File: config.mk
export PLATFORM = sky130hd
export DESIGN_NAME = remote_input_decoder
export DESIGN_NICKNAME = d
export VERILOG_FILES = /design/src/rtl/remote_input_decoder.sv
export SDC_FILE = /design/constraint.sdc
export NUM_CORES = 1
export LEC_CHECK = 0
export CORE_MARGIN = 5
export CORE_UTILIZATION = 60
export DETAILED_ROUTE_END_ITERATION = 6
export GPL_ROUTABILITY_DRIVEN = 0
export PLACE_DENSITY = 0.85
export SYNTH_ARGS = -nofsm -noshare
export SYNTH_HDL_FRONTEND = slang
export SYNTH_SLANG_ARGS = --single-unit
File: constraint.sdc
create_clock -name clk -period 3.94 [get_ports clk]
set_clock_uncertainty 0.15 [all_clocks]
set_input_delay 1.182 -clock clk [delete_from_list [all_inputs] [get_ports clk]]
set_output_delay 1.182 -clock clk [all_outputs]
set_load 0.02 [all_outputs]
File: src/rtl/remote_input_decoder.sv
// rtl/remote_input_decoder.sv - decodes remote turn/throw command frames from UART bytes
//
// Purpose:
//   Receives bytes from the board UART receiver and parses 3-byte frames
//   {SYNC_BYTE, CMD, CHK}. It rebuilds the remote player's space-key level
//   and cat_turn ownership flag. A link watchdog drops space when frames
//   stop arriving.
//
// Ports:
//   clk        in   system clock
//   rst        in   asynchronous active-high reset
//   rx_data    in   [7:0] received byte
//   rx_valid   in   one-cycle strobe qualifying rx_data
//   space      out  decoded remote space-key level
//   cat_turn   out  decoded remote turn-ownership flag
//   frame_ok   out  one-cycle pulse per accepted frame
//   frame_err  out  one-cycle pulse per rejected frame
//   link_alive out  high while valid frames arrive within TIMEOUT_CYCLES
//   err_count  out  [7:0] saturating rejected-frame count (REMOTE_ERR_CNT_EN only)
//
// Build option:
//   REMOTE_ERR_CNT_EN adds the err_count port and its counter.

module remote_input_decoder #(
    parameter int unsigned TIMEOUT_CYCLES = 65000000,
    parameter logic [7:0]  SYNC_BYTE      = 8'hA5
) (
    input  logic       clk,
    input  logic       rst,
    input  logic [7:0] rx_data,
    input  logic       rx_valid,
    output logic       space,
    output logic       cat_turn,
    output logic       frame_ok,
    output logic       frame_err,
`ifdef REMOTE_ERR_CNT_EN
    output logic [7:0] err_count,
`endif
    output logic       link_alive
);

    typedef enum logic [1:0] {
        WAIT_SYNC = 2'd0,
        WAIT_CMD  = 2'd1,
        WAIT_CHK  = 2'd2
    } state_t;

    localparam logic [31:0] WD_LAST = 32'(TIMEOUT_CYCLES - 1);

    state_t      state;
    logic [7:0]  cmd;
    logic [31:0] wd_count;

    // The checksum slot is the only place a frame is judged. The reserved
    // CMD bits are part of the check, so a frame with a good inverse but a
    // reserved bit set is still rejected.
    logic chk_strobe;
    logic chk_good;
    logic accept;
    logic reject;

    always_comb begin
        chk_strobe = rx_valid && (state == WAIT_CHK);
        chk_good   = (rx_data == ~cmd) && (cmd[7:2] == 6'd0);
        accept     = chk_strobe && chk_good;
        reject     = chk_strobe && !chk_good;
    end

    always_ff @(posedge clk or posedge rst) begin
        if (rst) begin
            state      <= WAIT_SYNC;
            cmd        <= 8'd0;
            wd_count   <= 32'd0;
            space      <= 1'b0;
            cat_turn   <= 1'b0;
            frame_ok   <= 1'b0;
            frame_err  <= 1'b0;
            link_alive <= 1'b0;
        end else begin
            frame_ok  <= accept;
            frame_err <= reject;

            if (rx_valid) begin
                case (state)
                    WAIT_SYNC: begin
                        if (rx_data == SYNC_BYTE) begin
                            state <= WAIT_CMD;
                        end
                    end
                    WAIT_CMD: begin
                        // Any value is a legal command byte, including SYNC_BYTE.
                        cmd   <= rx_data;
                        state <= WAIT_CHK;
                    end
                    WAIT_CHK: begin
                        // A sync byte in the checksum slot of a failed
                        // frame starts the next frame, so resync there.
                        if (!chk_good && (rx_data == SYNC_BYTE)) begin
                            state <= WAIT_CMD;
                        end else begin
                            state <= WAIT_SYNC;
                        end
                    end
                    default: begin
                        state <= WAIT_SYNC;
                    end
                endcase
            end

            // An accept takes priority over a watchdog expiry that falls
            // in the same cycle.
            if (accept) begin
                space      <= cmd[0];
                cat_turn   <= cmd[1];
                link_alive <= 1'b1;
                wd_count   <= 32'd0;
            end else if (link_alive) begin
                if (wd_count == WD_LAST) begin
                    // On link loss only the key is released; turn ownership
                    // keeps its last known value.
                    link_alive <= 1'b0;
                    space      <= 1'b0;
                    wd_count   <= 32'd0;
                end else begin
                    wd_count <= wd_count + 32'd1;
                end
            end else begin
                wd_count <= 32'd0;
            end
        end
    end

`ifdef REMOTE_ERR_CNT_EN
    always_ff @(posedge clk or posedge rst) begin
        if (rst) begin
            err_count <= 8'd0;
        end else if (frame_err && (err_count != 8'hFF)) begin
            err_count <= err_count + 8'd1;
        end
    end
`endif

endmodule

Yosys cells after proc, flatten, opt, wreduce, memory -nomap -nowiden
Index checks and enable logic that the tools add are counted.

word-level totals
  register bits = 47

cells by class
  $add $sub $neg = 1
  mux-type cells = 12
  reduce and logical (&&, ||, !) cells = 13
  bitwise gates (word level) = 1
  equal/unequal tests = 6

operators by type and width
  cell                                                               number
  32-bit 2-to-1 mux                                                  3
  32-bit by 1-bit adder with 32-bit output, second input constant    1
  32-bit by 26-bit == test with 1-bit output, second input constant  1
  8-bit == test                                                      1
  8-bit == test, second input constant                               1
  8-bit inverter                                                     1
  1-bit 2-to-1 mux                                                   7
  6-bit logical NOT                                                  1
  2-bit case mux with 3 select lines                                 1
  2-bit AND reduction                                                3
  1-bit logical AND                                                  5
  2-bit nonzero test                                                 2
  2-bit by 1-bit == test with 1-bit output, second input constant    1
  2-bit == test, second input constant                               1
  2-bit logical NOT                                                  1
  2-bit 2-to-1 mux                                                   1
  2-bit != test, second input constant                               1
  1-bit logical NOT                                                  1

Logic depth before layout (Yosys ltp)
Gate-level depths: netlist of the first run.

  depth after elaboration = 7
  mapped depth = 8

Worst setup path after synthesis of the first run
OpenSTA, ideal clock, no wires.

  path type = input to register
  start = input port rx_data[6]
  end = register wd_count[20]
  buffers on the path = 2
  required time = 3.669 ns
  setup slack = 1.345 ns
  arrival = 2.324 ns
  stages = 7
  library setup time = 0.121 ns
  cell sequence = nor4bb_1 -> nand4_1 -> nor3_2 -> or2_1 -> buf_2 -> buf_2 -> nor2_1

on the way
  longest elaborated chain between the ends = 4

ends and longest elaborated chain
  item                  RTL line  RTL
  from (decl)           30        input logic [7:0] rx_data,
  8-bit == test         64        chk_good = (rx_data == ~cmd) && (cmd[7:2] == 6'd0);
  1-bit logical AND     64
  1-bit logical AND     65        accept = chk_strobe && chk_good;
  32-bit 2-to-1 mux     112       if (accept) begin
  to (signal assigned)  125       wd_count <= wd_count + 32'd1;
  to (decl)             52        logic [31:0] wd_count;

No other way between the ends.
A chain may end at the register's enable or synchronous reset.

Worst setup path in the final report of the first run
  start = input port rx_data[6]
  end = register wd_count[5]

The elaborated chain is that of the path after synthesis.

==> results of run 1 <==
## placed cells by master (no fill, tap or decap), types with 3 or more instances in the layout
master | synthesis | layout
nand2_1 | 14 | 14
and4_1 | 3 | 3
clkbuf_8 | 0 | 6
xnor2_1 | 11 | 11
o21ai_0 | 3 | 3
and3_1 | 6 | 6
inv_1 | 5 | 4
nor3_1 | 4 | 4
nand4_1 | 10 | 10
mux2_2 | 9 | 9
nor2_1 | 34 | 34
nand3_1 | 11 | 11
xor2_1 | 19 | 19
dfrtp_1 | 47 | 47
o31ai_1 | 3 | 3
nor2b_1 | 3 | 3
nor2_2 | 3 | 3
clkdlybuf4s50_1 | 0 | 15
## through the flow
stage / hold slack, ns / total power [mW]
2_1_floorplan: 0.283 / 0.622
3_3_place_gp: 0.299 / 0.648
3_5_place_dp: 0.319 / 0.654
4_1_cts: 0.331 / 1.01
5_1_grt: 0.352 / 1.05
6_report: 0.327 / 1.00
## critical path: cells and delay by family
kind | cells | cell delay (ns)
buffers and inverters | 2 | 0.81
and+or+nand+nor | 5 | 0.99
## cell type report
type | instances | area [µm²]
clock buffer | 6 | 82.6
timing repair buffer | 16 | 158
sequential | 47 | 1180
inverter | 5 | 18.8
clock inverter | 2 | 35.0
tap | 48 | 60.1
multi-input combinational | 159 | 1070
fill | 288 | 1090
## cell families after synthesis
logic type / Yosys count
flops: 47
simple gates: 110
mux: 9
compound gates: 9
buf+inv: 10
xor+xnor: 30
fa+ha+maj: 1
## power breakdown
group	switching, mW	total (mW)	internal [mW]
Combinational	0.0370	0.0794	0.0424
Sequential	0.0474	0.564	0.517
Clock	0.156	0.361	0.205
## metal layers
metal / part of all wire (%) / wire, µm / track usage [%]
met4: 1.1 / 47 / 6.26
met3: 3.0 / 124 / 2.95
met1: 47 / 1980 / 25.0
met2: 49 / 2050 / 26.9
met5: 0 / 0 / 0
## registers in the layout, summed over array words and instances (netlist names)
name and flops:
cmd 8, frame_err 1, frame_ok 1, wd_count 32, space 1, link_alive 1, state 2, cat_turn 1
## final timing paths
kind	end	cells past startpoint
max reg2reg	wd_count[5]	6
min reg2reg	wd_count[0]	1
min in group asynchronous	wd_count[17]	2
max	wd_count[5]	7
max in group asynchronous	wd_count[8]	2
min	wd_count[0]	1
==> metrics.md, run 1 <==
| Metric | Value |
|---|---|
| Worst Setup SP | rx_data[6] |
| Share of cells above drive strength 1 | approximately an eighth |
| Number of vias per cell | 5.67 |
| Total wire length | 4200 µm |
| HP Start | wd_count[0] |
| Crit path cell chain | clkdlybuf4s50_1, nor4bb_1, nand4_1, nor3_2, or2_1, buf_4, nor2_1 |
| Chip width | just over 70 µm |
| Fin cells | between 200 and 300 |
| Detail Route Antenna Nets | 0 |
| Drt drc | 0 |
| Worst setup margin | around 0.97 ns |
| Most common flop cell mapped by yosys | dfrtp_1 |
| Mean Syn Cell Area | between 10 and 15 µm² |
| Post-CTS Setup Bufs | 0 |
| CP arrival | roughly 3 ns |
| Hpwl dp | 2980 µm |
| Post-route cell area | 2600 µm² |
| GR Util All Layers | between 10% and 20% |
| Critical path type | input pin to register |
| Yosys reg bits | 47 |
| Post-synthesis async set-or-reset flop share | 100% |
| Clk buf depth | 2 |
| CTS buffer count | 5 |
| Via count | between 1500 and 2000 |
| Post-synthesis cell area | between 2000 and 2500 µm² |
| Post-place instance area | 2480 µm² |
| Worst EP required | about 4.0 ns |
| Max frequency | between 300 and 400 MHz |
| Synthesis Warnings | 0 |
| Outcome | completed |
| PD cells | roughly 390 nW/µm² |
| RSZ-0062 raised after global routing | false |
| Post-synthesis sequential area ratio | ~51% |
| Layout area overhead | 13.4% |
| Leakage power total | around 1.1 nW |
| Synth Instances | between 200 and 250 |
| Area leader, netlist | dfrtp_1 |
| Minimum clock period | a little under 3 ns |
| Die ar. | ~5000 µm² |
| Pin count of the biggest net entering global routing | between 40 and 50 |
| Slew Limit Fails | 0 |
| Reg2Reg Setup Slack | roughly 1.8 ns |
| Top-level I/O count | 16 |
| Antenna violations before repair | 0 |
| CTS resizes | 0 |
| Peak supply drop | approximately 0.17 mV |
| Synth top area share | 51.4% |
| Max H-tree Level | 2 |
| Hold crit path type | register to register |
| Crit Path Max Fanout | 32 |
| Cell total after placement | about 280 |
| N_diodes | 0 |
| Post-synth EDFFs | 0 |
| Combinational family with the most area after synthesis | simple AND/OR/NAND/NOR gates |
| Layout Nets | about 250 |
| Worst Tran Pin Value | 0.936 ns |
| Core area | roughly 3700 µm² |
| Multiplexer share of the synthesized area | 4.43% |
| Commonest cells in the netlist | 47 x dfrtp_1, 34 x nor2_1, 19 x xor2_1 |
| Num rows | 22 |
| Util after Layout | just over 70% |
| Slowest stage delay, CP | approximately 0.49 ns |
| Most frequent cell after synthesis | dfrtp_1 |
| Mapped Nets | roughly 230 |
| First-pass GRT wire length | around 7300 µm |
| Reg-to-reg critical path startpoint | wd_count[26] |
| Vert. Die Dim | ~72 µm |
| Slew HR | 37.5% |
| Synth cell types | 39 |
| Synth Area in Compound Gates | 2.35% |
| Final Hold Viols | 0 |
| Pre-CTS setup slack | between 0.6 and 0.7 ns |
| Clk slew on worst S/H paths | 0.08 ns |
| Max_cap viols | 0 |
| DR iter-0 viols | ~140 |
| Setup crit start kind | input pin |
| CTS hold repair buffers | 0 |
| Worst-Skew Late Latency | about 0.3 ns |
| WL/cell | 14.8 µm |
| First drt pass iteration count | 4 |
| Setup TNS Final | 0 ns |
| TritonCTS clock tree | built |
| Root buf cell | clkbuf_8 |
| Final setup fails | 0 |
| Tcrit/Tclk final | about 75% |
| Xor/xnor share of the synthesized area | between 10% and 20% |
| Synth Area in Simple Gates | roughly 28% |
| PortBufs | 15 |
| Adder-Cell Fraction of Synth Area | less than 1% |
| Top area cells in the synthesized netlist | dfrtp_1 51%, xor2_1 7.3%, nor2_1 5.6% |
| Initial Util | about 62% |
| Total grt overflow | 0 |
| Clock sinks | 47 |
| Slowest CP cell | clkdlybuf4s50_1 |
| CP endpoint kind | register |
| Vias in the first global route | 1587 |
Power figures use the tool's default switching activity.
==> run 2, diff against run 1 <==
--- a/config.mk
+++ b/config.mk
@@ -6,10 +6,10 @@
 export NUM_CORES = 1
 export LEC_CHECK = 0
 export CORE_MARGIN = 5
-export CORE_UTILIZATION = 60
+export CORE_UTILIZATION = 58
 export DETAILED_ROUTE_END_ITERATION = 6
 export GPL_ROUTABILITY_DRIVEN = 0
-export PLACE_DENSITY = 0.85
+export PLACE_DENSITY = 0.83
 export SYNTH_ARGS = -nofsm -noshare
 export SYNTH_HDL_FRONTEND = slang
 export SYNTH_SLANG_ARGS = --single-unit
==> constraint.sdc (replaced) <==
create_clock -name clk -period 3.08 [get_ports clk]
set_clock_uncertainty 0.15 [all_clocks]
set_input_delay 0.924 -clock clk [delete_from_list [all_inputs] [get_ports clk]]
set_output_delay 0.924 -clock clk [all_outputs]
set_load 0.02 [all_outputs]
==> run 2 against run 1 <==
  * Worst hold slack lost 0.0063 ns
  * Via count decreased by 0.37%
  * Non-clock buffer count up 2
  * Clock power grew 10%
  * Critical path type unchanged
  * Critical endpoint is now wd_count[11]
  * Largest cell class unchanged
  * Largest power group unchanged
==> metrics.md, run 2 (synthesis results as in run 1) <==
| Metric | Value |
|---|---|
| Combinational share of power | 8.6% (+0.7 points) |
| Final setup fails | 0 (unchanged) |
| Antenna violations before repair | 0 (unchanged) |
| Max reg flops | 32 (unchanged) |
| Detail Route Antenna Nets | 0 (unchanged) |
| Most flops, register | wd_count |
| Num rows | 22 (unchanged) |
| RSZ-0062 raised after global routing | false |
| Leakage power total | 1.15 nW (+0.69%) |
| Max frequency | between 300 and 400 MHz |
| PD cells | 468 nW/µm² (+21%) |
| CP endpoint kind | register |
| Fin cells | 285 (+0.71%) |
| Peak supply drop | 0.366 mV (+110%) |
| Pin count of the biggest net entering global routing | 25 (-48%) |
| Vias in the first global route | 1668 (+5.1%) |
| Worst Tran Pin Value | 0.552 ns (-0.384 ns) |
| PortBufs | 15 (unchanged) |
| Most frequent cells in the layout | 47 x dfrtp_1, 34 x nor2_1, 19 x xor2_1 |
| Share of cells above drive strength 1 | 13.1% (+0.31 points) |
| Worst-Skew Late Latency | 0.30 ns (about the same) |
| Die ar. | 5300 µm² (+3.0%) |
| Slew Limit Fails | 0 (unchanged) |
| Met2 usage | 28.7% (+1.7 points) |
| Layout area overhead | 14.4% |
| Biggest regs | wd_count (32), cmd (8), state (2) |
| Total wire length | 4240 µm (+1.0%) |
| DR iter-0 viols | 113 (-22%) |
| Via count | 1598 (-0.37%) |
| Vert. Die Dim | 72.8 µm (+1.5%) |
| N_diodes | 0 (unchanged) |
| CP arrival | 2.61 ns (-0.38 ns) |
| WL/cell | 14.9 µm (+0.29%) |
| Internal | 0.923 mW (+21%) |
| Max H-tree Level | 2 (unchanged) |
| Clock sinks | 47 (unchanged) |
| Total grt overflow | 0 (unchanged) |
| Post-CTS Setup Bufs | 0 (unchanged) |
| TritonCTS clock tree | built |
| Number of vias per cell | 5.61 (-1.1%) |
| Chip width | 72.8 µm (+1.5%) |
| Util after Layout | 70.0% (-0.43 points) |
| Met3 usage in global routing | 5.37% (+2.4 points) |
| Switching power | 0.304 mW (+27%) |
| Slew HR | 62.9% (+25 points) |
| Slowest stage delay, CP | 0.49 ns (about the same) |
| Crit path cell chain | clkdlybuf4s50_1, nor4bb_1, nand4_1, nor3_2, or2_1, buf_4, nor2_1 |
| Crit-path leading delay family | simple AND/OR/NAND/NOR gates |
| Number of buffers and inverters on the critical path | 2 (unchanged) |
| Layout Nets | 248 (+0.81%) |
| CTS resizes | 0 (unchanged) |
| Post-route cell area | 2620 µm² (+0.87%) |
| Top-level I/O count | 16 (unchanged) |
| Clk slew on worst S/H paths | 0.08 ns (about the same) |
| Post-place instance area | 2520 µm² (+1.6%) |
| Final Hold Viols | 0 (unchanged) |
| First-pass GRT wire length | 7640 µm (+5.2%) |
| Tot Pwr | 1.23 mW (+22%) |
| Crit Path Max Fanout | 10 (-69%) |
| Outcome | completed |
| Drt drc | 0 (unchanged) |
| Routing usage on met1 | 25.1% (+0.089 points) |
| Hpwl dp | 3000 µm (+0.93%) |
| Setup TNS Final | 0 ns (unchanged) |
| Slowest CP cell | clkdlybuf4s50_1 |
| Root buf cell | clkbuf_8 |
| Switching fraction of total power | 24.8% (+0.88 points) |
| Max_cap viols | 0 (unchanged) |
| Commonest non-fill, non-tap cell in the layout | dfrtp_1 |
| Seq pwr share | 58.9% (+2.7 points) |
| Clock power share | 32.4% (-3.5 points) |
| Hold crit path type | register to register |
| First drt pass iteration count | 4 (unchanged) |
| Worst EP required | 3.12 ns (-0.83 ns) |
| CTS hold repair buffers | 0 (unchanged) |
| Minimum clock period | about 2.6 ns |
| CTS buffer count | 5 (unchanged) |
| Layer with the highest usage | met2 |
| Critical path type | input pin to register |
| GR Util All Layers | 18.7% (+1.2 points) |
| Fillers | 278 (-3.5%) |
| Cell total after placement | 277 (+0.73%) |
| Clk buf depth | 2 (unchanged) |
| Core area | 3740 µm² (+1.5%) |
| Tcrit/Tclk final | 83.3% |
| Setup crit start kind | input pin |
| Initial Util | 61.2% (-0.91 points) |
[run 2: changes by cell type in the layout (fill, tap and decap cells not counted)]
cell / before / now
buf_12: 0 / 2
bufinv_16: 1 / 0
clkbuf_1: 0 / 1
clkbuf_8: 6 / 7
clkinv_2: 1 / 0
[run 2: routing by layer]
metal | wire length (µm) | share of wire (%)
met1 | 2060 | 49
met3 | 152 | 3.6
met5 | 0 | 0
met2 | 1950 | 46
met4 | 73 | 1.7
[run 2: power by group through the flow]
stage / Combinational, mW / Clock [mW] / Sequential, mW
2_1_floorplan: 0.0753 / 0 / 0.720
3_3_place_gp: 0.103 / 0 / 0.731
3_5_place_dp: 0.108 / 0 / 0.735
4_1_cts: 0.108 / 0.408 / 0.723
5_1_grt: 0.119 / 0.440 / 0.732
6_report: 0.106 / 0.398 / 0.723
[run 2: through the flow]
step                      hold slack (ns)  setup slack, ns
after floorplan                     0.283            0.743
after global placement              0.296            0.202
after detailed placement            0.313            0.173
after CTS                           0.325            0.503
after global routing                0.349            0.378
final                               0.320            0.513
[run 2: final cells by class]
class / instances / area, µm² / area share, %
repair buffers: 18 / 198 / 7.55
clock buffers: 8 / 100 / 3.82
inverters: 5 / 18.8 / 0.716
flip-flops and latches: 47 / 1180 / 44.9
well taps: 48 / 60.1 / 2.29
multi-input cells: 159 / 1070 / 40.7
[run 2: path summary, 6_finish.rpt]
kind                                 to  depth (start not counted)  slack [ns]         start
max                        wd_count[11]                          7        0.51    rx_data[6]
min                         wd_count[0]                          1        0.32   wd_count[0]
max reg2reg                wd_count[11]                          6        1.03  wd_count[27]
min reg2reg                 wd_count[0]                          1        0.32   wd_count[0]
max in group asynchronous    link_alive                          3        1.46           rst
min in group asynchronous   wd_count[0]                          2        0.83           rst
